`src/rtl/regfile_scb.sv`:
```
// Register file with a per-register busy scoreboard: combinational reads with
// same-cycle writeback bypass, issue gating on operand/destination readiness.
module regfile_scb #(
    parameter int XLEN  = 32,
    parameter int NREGS = 32,
    localparam int AW   = $clog2(NREGS)
) (
    input  logic            clk,
    input  logic            reset,
    input  logic [AW-1:0]   a1,
    input  logic [AW-1:0]   a2,
    output logic [XLEN-1:0] rd1,
    output logic [XLEN-1:0] rd2,
    output logic            rdy1,
    output logic            rdy2,
    input  logic            we3,
    input  logic [AW-1:0]   a3,
    input  logic [XLEN-1:0] wd3,
    input  logic            iss_valid,
    input  logic [AW-1:0]   iss_rd,
    output logic            iss_ready,
    output logic [AW:0]     busy_cnt
);

    logic [XLEN-1:0]  mem [NREGS];
    logic [NREGS-1:0] busy;
    logic [NREGS-1:0] busy_nxt;
    logic             wr_en;
    logic             set_en;
    logic             fire;
    logic             dst_ok;
    logic             inc;
    logic             dec;

    assign wr_en = we3 && (a3 != '0);

    // Read ports: x0 forced to zero, writeback data bypassed onto a matching read.
    always_comb begin
        rd1 = '0;
        rd2 = '0;
        if (a1 != '0) rd1 = (we3 && a3 == a1) ? wd3 : mem[a1];
        if (a2 != '0) rd2 = (we3 && a3 == a2) ? wd3 : mem[a2];
    end

    assign rdy1   = (a1 == '0) || !busy[a1] || (we3 && a3 == a1);
    assign rdy2   = (a2 == '0) || !busy[a2] || (we3 && a3 == a2);
    assign dst_ok = (iss_rd == '0) || !busy[iss_rd] || (we3 && a3 == iss_rd);

    assign iss_ready = rdy1 && rdy2 && dst_ok;
    assign fire      = iss_valid && iss_ready;
    assign set_en    = fire && (iss_rd != '0);

    // Clear first, then set, so an issue to the register being written back wins.
    always_comb begin
        busy_nxt = busy;
        if (wr_en)  busy_nxt[a3]     = 1'b0;
        if (set_en) busy_nxt[iss_rd] = 1'b1;
        busy_nxt[0] = 1'b0;
    end

    assign inc = set_en && !busy[iss_rd];
    assign dec = wr_en && busy[a3] && !(set_en && iss_rd == a3);

    always_ff @(posedge clk) begin
        if (reset) begin
            for (int i = 0; i < NREGS; i++) mem[i] <= '0;
            busy     <= '0;
            busy_cnt <= '0;
        end else begin
            if (wr_en) mem[a3] <= wd3;
            busy <= busy_nxt;
            case ({inc, dec})
                2'b10:   busy_cnt <= busy_cnt + (AW+1)'(1);
                2'b01:   busy_cnt <= busy_cnt - (AW+1)'(1);
                default: busy_cnt <= busy_cnt;
            endcase
        end
    end

endmodule

```
`config.mk`:
```
export PLATFORM = sky130hd
export DESIGN_NAME = regfile_scb
export DESIGN_NICKNAME = d
export VERILOG_FILES = /design/src/rtl/regfile_scb.sv
export SDC_FILE = /design/constraint.sdc
export NUM_CORES = 2
export LEC_CHECK = 0
export BUFFER_PORTS_ARGS = -buffer_cell sky130_fd_sc_hd__buf_2
export CAP_MARGIN = 10
export CORE_MARGIN = 2
export CORE_UTILIZATION = 45
export CTS_CLUSTER_DIAMETER = 150
export DETAILED_ROUTE_END_ITERATION = 10
export HOLD_SLACK_MARGIN = 0.15
export PLACE_DENSITY = 0.71
export SYNTH_ARGS = -nofsm -noshare
export SYNTH_HDL_FRONTEND = slang
export SYNTH_SLANG_ARGS = --single-unit
export TNS_END_PERCENT = 5
```
`constraint.sdc`:
```
create_clock -name clk -period 6.6 [get_ports clk]
set_input_delay 0.33 -clock clk [delete_from_list [all_inputs] [get_ports clk]]
set_output_delay 0.33 -clock clk [all_outputs]
set_load 0.01 [all_outputs]
```
### Word-level counts from Yosys, hierarchy flattened

Memory sizes are Yosys's and may differ from the RTL's.
Index checks and enable logic that the tools add are counted.

* bits in registers: 38
* bits in latches: 0
* bits in writable memories: 1024
* bits in read-only memories: 0
* input port bits: 56
* output and inout port bits: 73
* memories kept: 1

* add/sub/neg operators: 2
* multipliers: 0
* div/mod/pow operators: 0
* order comparisons: 6
* equality and inequality tests: 6
* shift-type cells: 0
* muxes and demuxes: 27
* bitwise logic cells: 3
* reductions and logical operators: 33

Memory list
* mem: depth 32, width 32, rd ports 2, clocked after memory_dff 0, write ports 32, RTL line 25 `logic [XLEN-1:0] mem [NREGS];`

Operator list (count)
* 32-bit 2-to-1 mux: 7
* 32-bit bitwise AND: 1
* 32-bit NOT: 1
* 32-bit OR: 1
* 32-bit OR reduction: 1
* 5-bit by 6-bit less-than comparator with 1-bit output, second input constant: 4
* 1-bit binary-select mux with 5-bit select: 4
* 5-bit == test: 4
* 5-bit nonzero test: 4
* 5-bit zero test: 3
* 1-bit logical AND: 14
* 1-bit 2-to-1 mux: 12
* 6-bit case mux with 2 select lines: 1
* 1-bit demux with 5-bit select: 2
* 5-bit by 1-bit >= comparator with 1-bit output, second input constant: 2
* 6-bit by 1-bit adder with 6-bit output, second input constant: 1
* 1-bit logical OR: 6
* 6-bit by 1-bit subtractor with 6-bit output, second input constant: 1
* 5-bit 2-to-1 mux: 1
* 1-bit zero test: 4
* 2-bit by 1-bit == test with 1-bit output, second input constant: 1
* 2-bit == test, second input constant: 1
* 2-bit nonzero test: 1

### Longest topological paths before layout

* depth in word-level cells: 14
* mapped depth: 18

### Worst setup path before layout

OpenSTA, ideal clock, no wires.

* path kind: input port to flip-flop
* start: input port a3[1]
* end: register busy_cnt[5]
* setup time: 0.121 ns
* arrival time: 3.789 ns
* required time: 6.479 ns
* slack: 2.690 ns
* stages: 16
* buffers on the path: 2
* cell sequence: clkbuf_1 -> xnor2_1 -> nand4_1 -> o31ai_1 -> nand4b_1 -> nand2_1 -> clkbuf_1 -> nand4b_1 -> ha_1 -> ha_1 -> a21o_1 -> a21oi_1 -> o21bai_1 -> a21oi_1 -> mux2i_1 -> mux2_2

* longest elaborated chain between the ends: 12
* elaborated cells on any way between the ends: 27
* classes of those cells: eq/ne (6); mux (3); reduce/logical (18)

Ends and longest elaborated chain
* from (decl): RTL line 17 `input logic [AW-1:0] a3,`
* 5-bit == test *: RTL line 45 `assign rdy1 = (a1 == '0) || !busy[a1] || (we3 && a3 == a1);`
* 1-bit logical AND *: RTL line 45
* 1-bit logical OR *: RTL line 45
* net rdy1: RTL line 14 `output logic rdy1,`
* 1-bit logical AND * (2 in a row): RTL line 49 `assign iss_ready = rdy1 && rdy2 && dst_ok;`
* 1-bit logical AND *: RTL line 50 `assign fire = iss_valid && iss_ready;`
* 1-bit logical AND *: RTL line 51 `assign set_en = fire && (iss_rd != '0);`
* 1-bit logical AND: RTL line 62 `assign dec = wr_en && busy[a3] && !(set_en && iss_rd == a3);`
* 1-bit zero test: RTL line 62
* 1-bit logical AND: RTL line 62
* 2-bit by 1-bit == test with 1-bit output or 2-bit == test (tied branches): RTL line 72 `case ({inc, dec})`
* 6-bit case mux with 2 select lines or 2-bit nonzero test (tied branches)
* to (signal assigned): RTL line 73 `2'b10: busy_cnt <= busy_cnt + (AW+1)'(1);`
* to (signal assigned): RTL line 74 `2'b01: busy_cnt <= busy_cnt - (AW+1)'(1);`
* to (signal assigned): RTL line 75 `default: busy_cnt <= busy_cnt;`
* to (decl): RTL line 22 `output logic [AW:0] busy_cnt`

The timed path passes the listed nets; every way through them passes the cells marked *. The select of a mux whose other input is x is not followed.
A chain may end at the register's enable or synchronous reset.

### Worst setup path after layout

* start: input port a2[1]
* end: output port rd2[11]

* longest elaborated chain between the ends: 4
* elaborated cells on any way between the ends: 6
* classes of those cells: eq/ne (1); mux (2); reduce/logical (2); memory (1)

Ends and longest elaborated chain
* from (decl): RTL line 11 `input logic [AW-1:0] a2,`
* branches (longest 3 deep; another with memory read 32 x 32 bit)
* 32-bit 2-to-1 mux *: RTL line 42 `if (a2 != '0) rd2 = (we3 && a3 == a2) ? wd3 : mem[a2];`
* to (decl): RTL line 13 `output logic [XLEN-1:0] rd2,`

Every way passes the cells marked *.

==> metrics <==
Max-Cap Viols 0; Synth Area in Compound Gates 0.0339; Avg Inst Size Synth approximately 15 um2; largest net degree at the start of global routing about 130; synthesized area ~0.058 mm2; worst setup path class input port to primary output; first-pass GRT wire length 272000 um; worst hold path class input port to flip-flop; ys flop type edfxtp_1; status finished, final reports clean; critical path arrival 4.61 ns; fmax 202 MHz; Core Box Area roughly 0.13 mm2; vias in the first global route between 30000 and 40000; DR WL met3 27300 um; clock root cell clkbuf_16; RSZ-0062 raised after global routing no; clk_lat worst skew 0.72 ns; period utilization 0.749; worst path cell trace buf_8 -> buf_4 -> buf_4 -> mux4_2 -> mux4_2 -> mux2i_1 -> o21ai_1 -> buf_2; DRT Wirelength roughly 190000 um; Starting Density 0.452; Power Total around 16000 uW; GP Congestion between 0.8 and 0.9; H-tree depth 3; ranking of synthesized cells by area edfxtp_1, mux4_2, and2_1, mux2i_1, clkbuf_1; Final setup viols 0; number of library cell types mapped by synthesis 58; area growth from synthesis to layout 9.54%; clock share of power 0.382; Area after DPL ~0.060 mm2; hold slack 0.174 ns; Syn Inst Count about 3800; VDD IR max ~200 uV; flops & latches, synth approximately 1100; top-area cell type share of the netlist area 0.528; Buf/Inv on CP 4; GRT Overall Usage 0.292; clock tree buffer depth 3; CP peak stage delay around 0.92 ns; antenna viol nets, final 0; WL met1 roughly 70000 um; drt drc 0; Finished Core Util 0.495; measured slew at the worst slew-check pin about 1.2 ns; Synth Area in XOR/XNOR 0.00286; clock buffer count from CTS 110; largest family of logic cells by synthesized area multiplexers; port bufs 128; First-pass DRT Iterations 5; post-synthesis simple-gate area fraction 0.127; vias per cell ~6.6; row cnt ~130; multiplexer share of the synthesized area 0.256; Detail Placement HPWL just over 100000 um; register clock-pin slew on the reported worst setup and hold paths 0.06 ns; highest routed layer met5; Worst setup SP type input port; CP Max Fanout 102; Cell Pwr Density 255 mW/mm2; Synth Warn # 0; Flop pwr share 0.489; finished layout cell area 0.0638 mm2; setup TNS 0 ns; Rel. slew slack 0.179; antenna violations before repair 23; WL per Instance ~34 um; slowest cell on the critical path buf_4; FF+latch area ~0.031 mm2; global route total overflow 0; IO Pins ~130; Critical Path RT between 6 and 7 ns; setup bufs post-CTS 0; CTS sink cnt between 1000 and 1500; Cell Int Power about 12000 uW; Psw 4130 uW; Final Skew 0.0459 ns; Die Ht ~360 um; Slew Limit Fails 0; proportion of synthesized chip area in sequential cells 0.541; Yosys top cell by area edfxtp_1; Leak Pwr about 0.022 uW; Synth Area in Adders 0.00142; Tmin final between 4 and 5 ns; via count 37413; fillers between 10000 and 15000; layout cell share with drive strength beyond 1 0.272; Crit path max-delay family buffers and inverters; met2 WL between 80000 and 90000 um; CTS tree done; fin nets between 3000 and 4000; die area approximately 0.13 mm2; switch share 0.254; multi-input logic area 0.0250 mm2; Worst setup EP type primary output; DR iter-0 viols 6196; Post-synth ARST share 0; die width roughly 360 um; EDFF count, synth 1024; Hold Vio Cnt, Final 0; post-CTS sizing 0; combinational share of power 0.129
## state kept, by name, summed over array words and instances, names as in the netlist
name and flops:
busy_cnt 6, busy 31, mem 1024
## what timing repair did
| item | CTS | global route |
|---|---|---|
| hold buffers | 5 | 0 |
| endpoints found under the hold margin | 15 | 0 |
| setup endpoints to repair | 0 | 0 |
## layer usage
metal,up-vias,global-route usage
li1,14688,-
met1,19211,0.401
met2,3006,0.438
met3,504,0.0820
met4,4,0.122
met5,-,0.000726
## power by group through the flow
stage | registers (uW) | clock network (uW) | logic (uW)
floorplan | 8000 | 0 | 1370
global placement | 8040 | 0 | 2050
detailed placement | 8070 | 0 | 2060
CTS | 7930 | 6220 | 2070
global route | 7980 | 6460 | 2160
finish | 7940 | 6210 | 2090
## cell usage in the layout, fill, tap and decap left out, types with 24 or more instances in the layout
cell	instances
o22ai_1	29
buf_4	92
mux2i_1	157
a21oi_1	49
and2_1	1002
nor2_1	41
dfxtp_1	37
nand4_1	34
conb_1	32
clkinv_1	28
o21ai_1	72
a22oi_1	24
nand2_1	78
buf_2	119
mux4_2	590
nor2_4	32
edfxtp_1	1024
clkbuf_16	112
a221oi_1	45
## through the flow
| stage | setup slack, ns | std cells |
|---|---|---|
| final | 1.66 | 5632 |
| after global routing | 1.53 | 5622 |
| after CTS | 1.70 | 5620 |
| after detailed placement | 1.61 | 5410 |
| after global placement | 1.68 | 5410 |
| after floorplan | 2.69 | 3863 |
## synthesized netlist by cell type (15+ instances only)
library cell,number
a211oi_1,16
a21o_1,15
a21oi_1,49
a221oi_1,45
a22oi_1,24
and2_1,1002
buf_1,29
buf_2,29
buf_4,32
buf_6,33
clkbuf_1,281
dfxtp_1,37
edfxtp_1,1024
inv_1,37
mux2i_1,157
mux4_2,590
nand2_1,79
nand4_1,34
nor2_1,73
o21ai_0,21
o21ai_1,72
o22ai_1,29
## cell families after synthesis
family | after synthesis
AND/OR/NAND/NOR | 1237
other | 1
flip-flops | 1061
XOR/XNOR | 19
AO/OA/AOI/OAI | 302
buffers and inverters | 454
adder cells (fa/ha/maj) | 6
multiplexers | 752
## final timing paths
kind / from / to / slack [ns] / cells past startpoint
hold / removal: reset / busy_cnt[4] / 0.17 / 2
setup reg to reg: busy[7] / busy_cnt[5] / 2.13 / 14
setup / recovery: a2[1] / rd2[11] / 1.66 / 8
hold reg to reg: busy[22] / busy[22] / 0.50 / 2
## final cells by class
type	count	area share
flip-flops and latches	1061	0.494
multi-input cells	2348	0.391
clock buffers	134	0.0455
well taps	1742	0.0342
repair buffers	224	0.0231
clock inverters	71	0.00971
inverters	40	0.00243
diodes	12	0.000471
(Power assumes the default switching activity.)
